File: src/rtl/iir_pkg.sv
// Shared definitions for the time-multiplexed biquad: FSM states, tap indices,
// width defaults and a sign-extension helper macro.
`ifndef IIR_PKG_SV
`define IIR_PKG_SV

// Sign-extend a named signal from from_w bits to to_w bits (to_w > from_w).
`define IIR_SEXT(sig, from_w, to_w) {{((to_w)-(from_w)){sig[(from_w)-1]}}, sig}

package iir_pkg;

  localparam int N_DEF     = 24;
  localparam int F_DEF     = 15;
  localparam int GUARD_DEF = 3;
  localparam int TAP_W     = 3;

  typedef enum logic [1:0] {
    IDLE = 2'd0,
    MAC  = 2'd1,
    DONE = 2'd2
  } state_e;

  localparam logic [TAP_W-1:0] TAP_B0  = 3'd0;
  localparam logic [TAP_W-1:0] TAP_B1  = 3'd1;
  localparam logic [TAP_W-1:0] TAP_B2  = 3'd2;
  localparam logic [TAP_W-1:0] TAP_NA1 = 3'd3;
  localparam logic [TAP_W-1:0] TAP_NA2 = 3'd4;

endpackage

`endif

File: src/rtl/iir_tap_mux.sv
// Coefficient/operand selector for the biquad MAC: picks the pair for the
// current tap, zero for unused tap codes.
module iir_tap_mux
  import iir_pkg::*;
#(
  parameter int                N     = N_DEF,
  parameter logic signed [N-1:0] C_B0  = '0,
  parameter logic signed [N-1:0] C_B1  = '0,
  parameter logic signed [N-1:0] C_B2  = '0,
  parameter logic signed [N-1:0] C_NA1 = '0,
  parameter logic signed [N-1:0] C_NA2 = '0
) (
  input  logic [TAP_W-1:0]    tap_i,
  input  logic signed [N-1:0] uk_i,
  input  logic signed [N-1:0] u1_i,
  input  logic signed [N-1:0] u2_i,
  input  logic signed [N-1:0] y1_i,
  input  logic signed [N-1:0] y2_i,
  output logic signed [N-1:0] coef_o,
  output logic signed [N-1:0] oper_o
);

  always_comb begin
    coef_o = '0;
    oper_o = '0;
    case (tap_i)
      TAP_B0:  begin coef_o = C_B0;  oper_o = uk_i; end
      TAP_B1:  begin coef_o = C_B1;  oper_o = u1_i; end
      TAP_B2:  begin coef_o = C_B2;  oper_o = u2_i; end
      TAP_NA1: begin coef_o = C_NA1; oper_o = y1_i; end
      TAP_NA2: begin coef_o = C_NA2; oper_o = y2_i; end
      default: ;
    endcase
  end

endmodule

File: src/rtl/iir_biquad_seq.sv
// Direct-form-I biquad with one shared multiplier stepped over five taps per sample.
// Define OPT_SAT_EN to clamp the output to the N-bit range instead of wrapping.
module iir_biquad_seq
  import iir_pkg::*;
#(
  parameter int N     = N_DEF,
  parameter int F     = F_DEF,
  parameter int B0    = 26646,
  parameter int B1    = 53280,
  parameter int B2    = 26646,
  parameter int NA1   = -52133,
  parameter int NA2   = -21682,
  parameter int GUARD = GUARD_DEF
) (
  input  logic                clk,
  input  logic                reset,
  input  logic                clear,
  input  logic                sample_valid,
  input  logic signed [N-1:0] u_in,
  output logic                busy,
  output logic                y_valid,
  output logic signed [N-1:0] y_out,
  output logic                overrun
);

  localparam int PW = 2 * N;
  localparam int AW = PW + GUARD;

  localparam logic signed [N-1:0] C_B0  = N'(B0);
  localparam logic signed [N-1:0] C_B1  = N'(B1);
  localparam logic signed [N-1:0] C_B2  = N'(B2);
  localparam logic signed [N-1:0] C_NA1 = N'(NA1);
  localparam logic signed [N-1:0] C_NA2 = N'(NA2);

  state_e                state_q, state_d;
  logic [TAP_W-1:0]      tap_q, tap_d;
  logic signed [AW-1:0]  acc_q, acc_d;
  logic signed [N-1:0]   uk_q, uk_d, u1_q, u1_d, u2_q, u2_d;
  logic signed [N-1:0]   y1_q, y1_d, y2_q, y2_d;
  logic signed [N-1:0]   y_out_q, y_out_d;
  logic                  y_valid_q, y_valid_d;
  logic                  busy_q, busy_d;
  logic                  overrun_q, overrun_d;

  logic signed [N-1:0]   coef, oper;
  logic signed [PW-1:0]  prod;
  logic signed [AW-1:0]  prod_ext;
  logic signed [N-1:0]   result;

`ifdef OPT_SAT_EN
  localparam logic signed [AW-1:0] SAT_HI = {{(AW-N+1){1'b0}}, {(N-1){1'b1}}};
  localparam logic signed [AW-1:0] SAT_LO = {{(AW-N+1){1'b1}}, {(N-1){1'b0}}};

  function automatic logic signed [N-1:0] fit_result(input logic signed [AW-1:0] v);
    if (v > SAT_HI)      return SAT_HI[N-1:0];
    else if (v < SAT_LO) return SAT_LO[N-1:0];
    else                 return v[N-1:0];
  endfunction

  logic signed [AW-1:0] acc_shr;
  assign acc_shr = acc_q >>> F;
  assign result  = fit_result(acc_shr);
`else
  // Wrapping keeps only the N bits just above the fraction; floor comes for free.
  function automatic logic signed [N-1:0] fit_result(input logic signed [N-1:0] v);
    return v;
  endfunction

  assign result = fit_result(acc_q[F +: N]);
`endif

  iir_tap_mux #(
    .N    (N),
    .C_B0 (C_B0),
    .C_B1 (C_B1),
    .C_B2 (C_B2),
    .C_NA1(C_NA1),
    .C_NA2(C_NA2)
  ) u_tap_mux (
    .tap_i (tap_q),
    .uk_i  (uk_q),
    .u1_i  (u1_q),
    .u2_i  (u2_q),
    .y1_i  (y1_q),
    .y2_i  (y2_q),
    .coef_o(coef),
    .oper_o(oper)
  );

  assign prod     = $signed(`IIR_SEXT(coef, N, PW)) * $signed(`IIR_SEXT(oper, N, PW));
  assign prod_ext = `IIR_SEXT(prod, PW, AW);

  always_ff @(posedge clk or posedge reset) begin
    if (reset) begin
      state_q   <= IDLE;
      tap_q     <= '0;
      acc_q     <= '0;
      uk_q      <= '0;
      u1_q      <= '0;
      u2_q      <= '0;
      y1_q      <= '0;
      y2_q      <= '0;
      y_out_q   <= '0;
      y_valid_q <= 1'b0;
      busy_q    <= 1'b0;
      overrun_q <= 1'b0;
    end else begin
      state_q   <= state_d;
      tap_q     <= tap_d;
      acc_q     <= acc_d;
      uk_q      <= uk_d;
      u1_q      <= u1_d;
      u2_q      <= u2_d;
      y1_q      <= y1_d;
      y2_q      <= y2_d;
      y_out_q   <= y_out_d;
      y_valid_q <= y_valid_d;
      busy_q    <= busy_d;
      overrun_q <= overrun_d;
    end
  end

  always_comb begin
    state_d = state_q;
    tap_d   = tap_q;
    case (state_q)
      IDLE: begin
        if (!clear && sample_valid) begin
          state_d = MAC;
          tap_d   = TAP_B0;
        end
      end
      MAC: begin
        if (tap_q == TAP_NA2) begin
          state_d = DONE;
          tap_d   = '0;
        end else begin
          tap_d = tap_q + 3'd1;
        end
      end
      DONE:    state_d = IDLE;
      default: state_d = IDLE;
    endcase
  end

  always_comb begin
    acc_d     = acc_q;
    uk_d      = uk_q;
    u1_d      = u1_q;
    u2_d      = u2_q;
    y1_d      = y1_q;
    y2_d      = y2_q;
    y_out_d   = y_out_q;
    y_valid_d = 1'b0;
    overrun_d = overrun_q;
    case (state_q)
      IDLE: begin
        if (clear) begin
          u1_d      = '0;
          u2_d      = '0;
          y1_d      = '0;
          y2_d      = '0;
          overrun_d = 1'b0;
        end else if (sample_valid) begin
          uk_d  = u_in;
          acc_d = '0;
        end
      end
      MAC: begin
        acc_d = acc_q + prod_ext;
        if (sample_valid) overrun_d = 1'b1;
      end
      DONE: begin
        // History takes the value actually presented on y_out.
        y_out_d   = result;
        y_valid_d = 1'b1;
        u2_d      = u1_q;
        u1_d      = uk_q;
        y2_d      = y1_q;
        y1_d      = result;
        if (sample_valid) overrun_d = 1'b1;
      end
      default: ;
    endcase
  end

  assign busy_d  = (state_d != IDLE);
  assign busy    = busy_q;
  assign y_valid = y_valid_q;
  assign y_out   = y_out_q;
  assign overrun = overrun_q;

endmodule

File: config.mk
export PLATFORM = sky130hd
export DESIGN_NAME = iir_biquad_seq
export DESIGN_NICKNAME = d
export VERILOG_FILES = /design/src/rtl/iir_pkg.sv /design/src/rtl/iir_tap_mux.sv /design/src/rtl/iir_biquad_seq.sv
export SDC_FILE = /design/constraint.sdc
export NUM_CORES = 2
export LEC_CHECK = 0
export CORE_MARGIN = 4
export CORE_UTILIZATION = 55
export CTS_BUF_LIST = sky130_fd_sc_hd__clkbuf_16
export DETAILED_ROUTE_END_ITERATION = 12
export PLACE_DENSITY = 0.78
export SLEW_MARGIN = 20
export SYNTH_ARGS = -nofsm -noshare
export SYNTH_HDL_FRONTEND = slang
export SYNTH_SLANG_ARGS = --single-unit
File: constraint.sdc
create_clock -name clk -period 26.6 [get_ports clk]
set_clock_uncertainty 0.1 [all_clocks]
set_input_delay 2.66 -clock clk [delete_from_list [all_inputs] [get_ports clk]]
set_output_delay 2.66 -clock clk [all_outputs]
set_load 0.01 [all_outputs]
==> flow_summary.ini <==
[run_status]
status = finished, final reports clean

[global_route]
grt_pass1_wl_um = 106300
antenna_found_initial = 0
grt_max_degree = 134
groute.usage.overall_pct = 29.63
grt_overflow = 0
grt_pass1_vias = 18421

[logic_synthesis]
syn_nets = 2979
ys.flop_type = dfrtp_1
synth_area_um2 = 23720
yosysWarningCount = 0
syn-instance-count = 2333
ys_seq_elements = 191
syn_area_per_cell_um2 = 10.17
synth-edff-count = 0
synthArstFlopShare_pct = 100.0
synth.distinct_cells = 59
ys_seq_area_share_pct = 20.15

[placed_design]
hpwl_um = 55130
dp.cells = 2913
pre_cts_slack_ns = 16.55
io_buffers = 54
gp_congestion = 1.042
place_area_um2 = 24940

[worst_setup_path]
critPathKind = reg -> reg
crit_slowest_cell = a2111oi_0
crit_arrival_ns = 10.42
timing.critical_path.required_ns = 26.84
path_max_fanout = 23
slowest_delay_ns = 0.98
end_kind = register
startpoint_type = register

[clock_network]
cts_sinks = 191
root_buffer = clkbuf_16
htree_levels = 4
cts_inserted_buffers = 17
cts_hold_buf = 0
cts_tree = built
post_cts_buffers = 0
clk-insertion-delay-late_ns = 0.45
cts_resized = 0
ctsLongestPathBuffers = 2
path_clk_slew_ns = 0.07

[floorplan]
die_h_um = 215.7
die_w_um = 215.7
pin_count = 55
start_util_pct = 56.04
core_um2 = 42320
die-area_um2 = 46510
std_cell_rows = 75

[routing]
drt.antenna.violating_nets = 0
via_per_inst = 5.755
firstDrtPassIters = 6
vias = 16949
drt_iter0_drc = 1574
totalWireLength_um = 66330
drcViolationCount = 0
wl_per_cell_um = 22.52

[timing]
relSlewSlack_pct = 19.84
rsz0062_at_grt = no
fin_tns_setup_ns = 0
min_period_ns = 10.19
setup_viol_count_final = 0
setup_slack_ns = 16.41
maxSlewViolCount = 0
worst_slew_pin_slew_ns = 1.201
report.final.hold_viol_count = 0
period_share_pct = 38.29
fmax_mhz = 98.18

[min_path]
hold_path_class = reg -> reg

[layout]
nFillCells = 3537
drive_gt1_share_pct = 5.405
design_area_um2 = 25520
layout.nets = 3001
stdcell_count = 2945
area_growth_pct = 7.612
layout_common_cells = 596 x inv_1, 444 x fa_1, 191 x dfrtp_1, 174 x ha_1, 166 x nand2_1
final_common_cell = inv_1
diodes = 0

[flow_run]
maxCapViolations = 0
[cell families (layout without fill, tap and decap cells)]
logic type | Yosys count | after routing | share of synthesized area (%)
AO/OA/AOI/OAI | 366 | 366 | 11.54
XOR/XNOR | 44 | 44 | 1.683
adder cells (fa/ha/maj) | 618 | 618 | 46.65
buffers and inverters | 675 | 710 | 10.69
flip-flops | 191 | 191 | 20.15
multiplexers | 56 | 56 | 2.627
AND/OR/NAND/NOR | 383 | 383 | 6.657
[worst max-delay path: cells and delay by family (launching register included)]
kind                       cells  cell delay [ns]
and+or+nand+nor                5             2.12
buffers and inverters          8             0.87
AOI/OAI and AO/OA              7             2.25
DFF                            1             0.43
adders and majority gates      9             4.28
[Yosys cell counts (21+ instances only)]
| cell type | instances | area [µm²] |
|---|---|---|
| a21o_1 | 25 | 187.7 |
| a21oi_1 | 39 | 195.2 |
| a222oi_1 | 21 | 210.2 |
| a22o_1 | 102 | 893.4 |
| a22oi_1 | 25 | 187.7 |
| clkbuf_1 | 67 | 251.5 |
| dfrtp_1 | 191 | 4780 |
| fa_1 | 444 | 8889 |
| ha_1 | 174 | 2177 |
| inv_1 | 596 | 2237 |
| mux2_2 | 50 | 563.0 |
| nand2_1 | 166 | 623.1 |
| nor2_1 | 156 | 585.6 |
| o21a_1 | 24 | 180.2 |
| o21ai_0 | 69 | 345.3 |
| xnor2_1 | 32 | 280.3 |
[state kept, by name, indices dropped and copies added, names as in the netlist]
| name | count |
|---|---|
| acc_q | 39 |
| busy | 1 |
| overrun | 1 |
| state_q | 2 |
| tap_q | 3 |
| u1_q | 24 |
| u2_q | 24 |
| uk_q | 24 |
| y1_q | 24 |
| y2_q | 24 |
| y_out | 24 |
| y_valid | 1 |
[path summary, 6_finish.rpt]
| path | start | cells past startpoint | slack (ns) | end |
|---|---|---|---|---|
| setup / recovery | tap_q[0]$_DFFE_PP0P_ | 29 | 16.41 | acc_q[34]$_DFFE_PP0P_ |
| hold / removal | u2_q[4]$_DFFE_PP0P_ | 1 | 0.40 | u2_q[4]$_DFFE_PP0P_ |
| setup reg to reg | tap_q[0]$_DFFE_PP0P_ | 29 | 16.41 | acc_q[34]$_DFFE_PP0P_ |
| hold reg to reg | u2_q[4]$_DFFE_PP0P_ | 1 | 0.40 | u2_q[4]$_DFFE_PP0P_ |
| max in group asynchronous | reset | 3 | 22.31 | u2_q[11]$_DFFE_PP0P_ |
| min in group asynchronous | reset | 2 | 2.70 | overrun$_DFFE_PP0P_ |
[per-stage QoR]
stage	hold WS [ns]	utilization, %
after floorplan	0.3563	-
after global placement	0.3780	58.91
after detailed placement	0.3820	58.92
after CTS	0.3996	60.31
after global routing	0.4155	60.31
final	0.4046	60.31
[area by class of cell]
class | instances | area, µm² | share of cell area (%)
flip-flops and latches | 191 | 4780 | 18.73
well taps | 577 | 721.9 | 2.828
multi-input cells | 1467 | 16440 | 64.42
inverters | 597 | 2248 | 8.809
clock inverters | 15 | 162.7 | 0.6373
repair buffers | 81 | 743.2 | 2.912
clock buffers | 17 | 425.4 | 1.667
[routing by layer]
layer,GRT usage (%),wire (µm),vias up
li1,-,-,7330
met1,43.37,28270,8702
met2,44.20,29060,818
met3,8.509,7282,99
met4,7.236,1727,0
met5,0,0,-
Power is left out: the tool's default activity adds up to more than one toggle a clock period on the data nets, which glitch-free logic cannot reach.
==> RTL change, RTL diff (same flow settings) <==
Change the package constant `F_DEF` from 15 to 16.
--- a/src/rtl/iir_pkg.sv
+++ b/src/rtl/iir_pkg.sv
@@ -10,5 +10,5 @@
 
   localparam int N_DEF     = 24;
-  localparam int F_DEF     = 15;
+  localparam int F_DEF     = 16;
   localparam int GUARD_DEF = 3;
   localparam int TAP_W     = 3;
Function: changed (Yosys sat finds a counterexample within 10 cycles, from zero or initial values and one cycle with reset high).
==> RTL change against the original RTL <==
Utilization down 0.65 points. Die area rose by 0.62%. Synthesized cell count about the same. First-iteration DRC count is 21% higher. Design area grew 0.46%. Setup slack improved by 28 ps. Sequential cell count up 1. Area after synthesis grew 0.64%. Wire length up 3.0%.
Power is not shown: default switching activity piles up to over one toggle a cycle in this logic, so the estimate is an artifact.
==> RTL change: results (changes against the original RTL) <==
{| class="wikitable"
! Metric !! Value
|-
| Synthesized netlist net count || 2990 (+0.37%)
|-
| Worst Hold Class || reg2reg
|-
| Filler cell count in the final layout || 3635 (+2.8%)
|-
| Via total after detailed routing || 17170 (+1.3%)
|-
| Critical path launch point || tap_q[0]
|-
| Top cell types by occurrence after synthesis || 596 x inv_1, 453 x fa_1, 192 x dfrtp_1, 178 x ha_1, 175 x nand2_1
|-
| Largest stage delay on the critical path || 830 ps (-150 ps)
|-
| First DRT Iteration DRCs || 1902 (+21%)
|-
| Register area share after synthesis || 20.1% (-0.023 points)
|-
| CP Max Fanout || 30 (+30%)
|-
| Origin of the worst min-delay path || u2_q[11]
|-
| Top post-synthesis cells by area || fa_1 38%, dfrtp_1 20%, inv_1 9.4%
|-
| Top FF cell, synth || dfrtp_1
|-
| Number of flip-flops in the largest register || 40 (+2.6%)
|-
| Max clock buf depth || 2 (unchanged)
|-
| Number of port buffers || 54 (unchanged)
|-
| Largest Register || acc_q
|-
| Pre-antenna DRT Iters || 9 (+3)
|-
| Inst Count DP || 2916 (+0.10%)
|-
| Count of max-cap constraint violations || 0 (unchanged)
|-
| Worst slew pin tran || 1170 ps (-31.2 ps)
|-
| Antenna violations before repair || 0 (unchanged)
|-
| Master of the slowest instance on the critical path || fa_1
|-
| Routed length per placed instance || 23.2 um (+2.9%)
|-
| Count of cell types in the netlist || 61 (+3.4%)
|-
| Total setup buffers inserted after CTS || 0 (unchanged)
|-
| Via count of the first global-routing pass || 18493 (+0.39%)
|-
| Fraction of synthesis flops using an asynchronous set or reset pin || 100% (unchanged)
|-
| Cell family contributing the most delay on the critical path || adder cells
|-
| Yosys Warn Count || 0 (unchanged)
|-
| Synthesized netlist cell count || 2331 (-0.086%)
|-
| Fraction of layout cells with a size suffix above 1 || 5.37% (-0.031 points)
|-
| Largest net degree at the start of global routing || 124 (-7.5%)
|-
| Final HPWL from detailed placement || 56.3 mm (+2.1%)
|-
| Global-route wire length before repair || 108 mm (+1.5%)
|-
| Maximum level of the CTS H-tree || 4 (unchanged)
|-
| Global-route usage over all layers || 30.3% (+0.66 points)
|-
| Number of buffers created by CTS || 17 (unchanged)
|-
| Clock transition at the registers of the reported paths || 80 ps
|-
| Result of the run || finished, final reports clean
|-
| Root buffer selected by CTS || clkbuf_16
|-
| # resized after CTS || 0 (unchanged)
|-
| Drt via density || 5.82 (+1.2%)
|-
| Arrival @ worst endpoint || 10430 ps (about the same)
|-
| Global placer's final weighted congestion || 1.02 (-1.8%)
|}
==> RTL change: worst reg2reg max path, cell delays in order (launching register included) <==
cell	delay, ps
dfrtp_1	430
inv_1	110
ha_1	710
and2_2	550
buf_4	450
a222oi_1	190
o21ai_0	380
nand2_1	390
inv_1	180
fa_1	450
fa_1	830
inv_1	140
fa_1	550
inv_1	410
fa_1	540
fa_1	510
fa_1	500
inv_1	50
fa_1	480
inv_1	50
ha_1	360
a211o_1	320
a21oi_1	240
o2111ai_1	180
a31oi_1	360
o21ai_1	190
o22a_1	240
o211ai_1	160
==> RTL change: layer usage <==
layer / wire length, um / global-route usage (%) / vias to the layer above
li1: - / - / 7293
met1: 28000 / 43.5 / 8819
met2: 30600 / 46.2 / 923
met3: 7800 / 8.02 / 135
met4: 1960 / 8.49 / 0
met5: 0 / 0 / -
==> RTL change: area by class of cell <==
cell class / instances / area [sq um] / share of cell area, %
clock inverter: 15 / 150 / 0.586
timing repair buffer: 75 / 698 / 2.72
inverter: 596 / 2240 / 8.75
clock buffer: 17 / 425 / 1.66
multi-input combinational: 1468 / 16600 / 64.7
antenna: 1 / 2.50 / 0.00976
sequential: 192 / 4800 / 18.7
tap: 585 / 732 / 2.85
==> RTL change: kinds of logic (layout without fill, tap and decap cells) <==
family                   Yosys count  in the layout  synth area share [%]
AO/OA/AOI/OAI                    367            367                  11.3
XOR/XNOR                          54             54                  1.98
adder cells (fa/ha/maj)          631            631                  47.3
buffers and inverters            671            703                  10.6
flip-flops                       192            192                  20.1
multiplexers                      50             50                  2.35
other                              0              1                     0
AND/OR/NAND/NOR                  366            366                  6.33
==> RTL change: worst paths after layout <==
| path | to | slack, ps | depth (start not counted) |
|---|---|---|---|
| max in group asynchronous | u2_q[19] | 22240 | 3 |
| worst min register to register | u2_q[11] | 400 | 1 |
| worst max-delay path | acc_q[38] | 16440 | 27 |
| worst max register to register | acc_q[38] | 16440 | 27 |
| min in group asynchronous | acc_q[18] | 2680 | 2 |
| worst min-delay path | u2_q[11] | 400 | 1 |
==> RTL change: metrics by stage <==
| stage | setup slack (ps) | instance area (sq um) |
|---|---|---|
| finish | 16440 | 25600 |
| global route | 15920 | 25600 |
| CTS | 16550 | 25600 |
| detailed placement | 16600 | 25100 |
| global placement | 16790 | 25100 |
| floorplan | 18360 | 23900 |
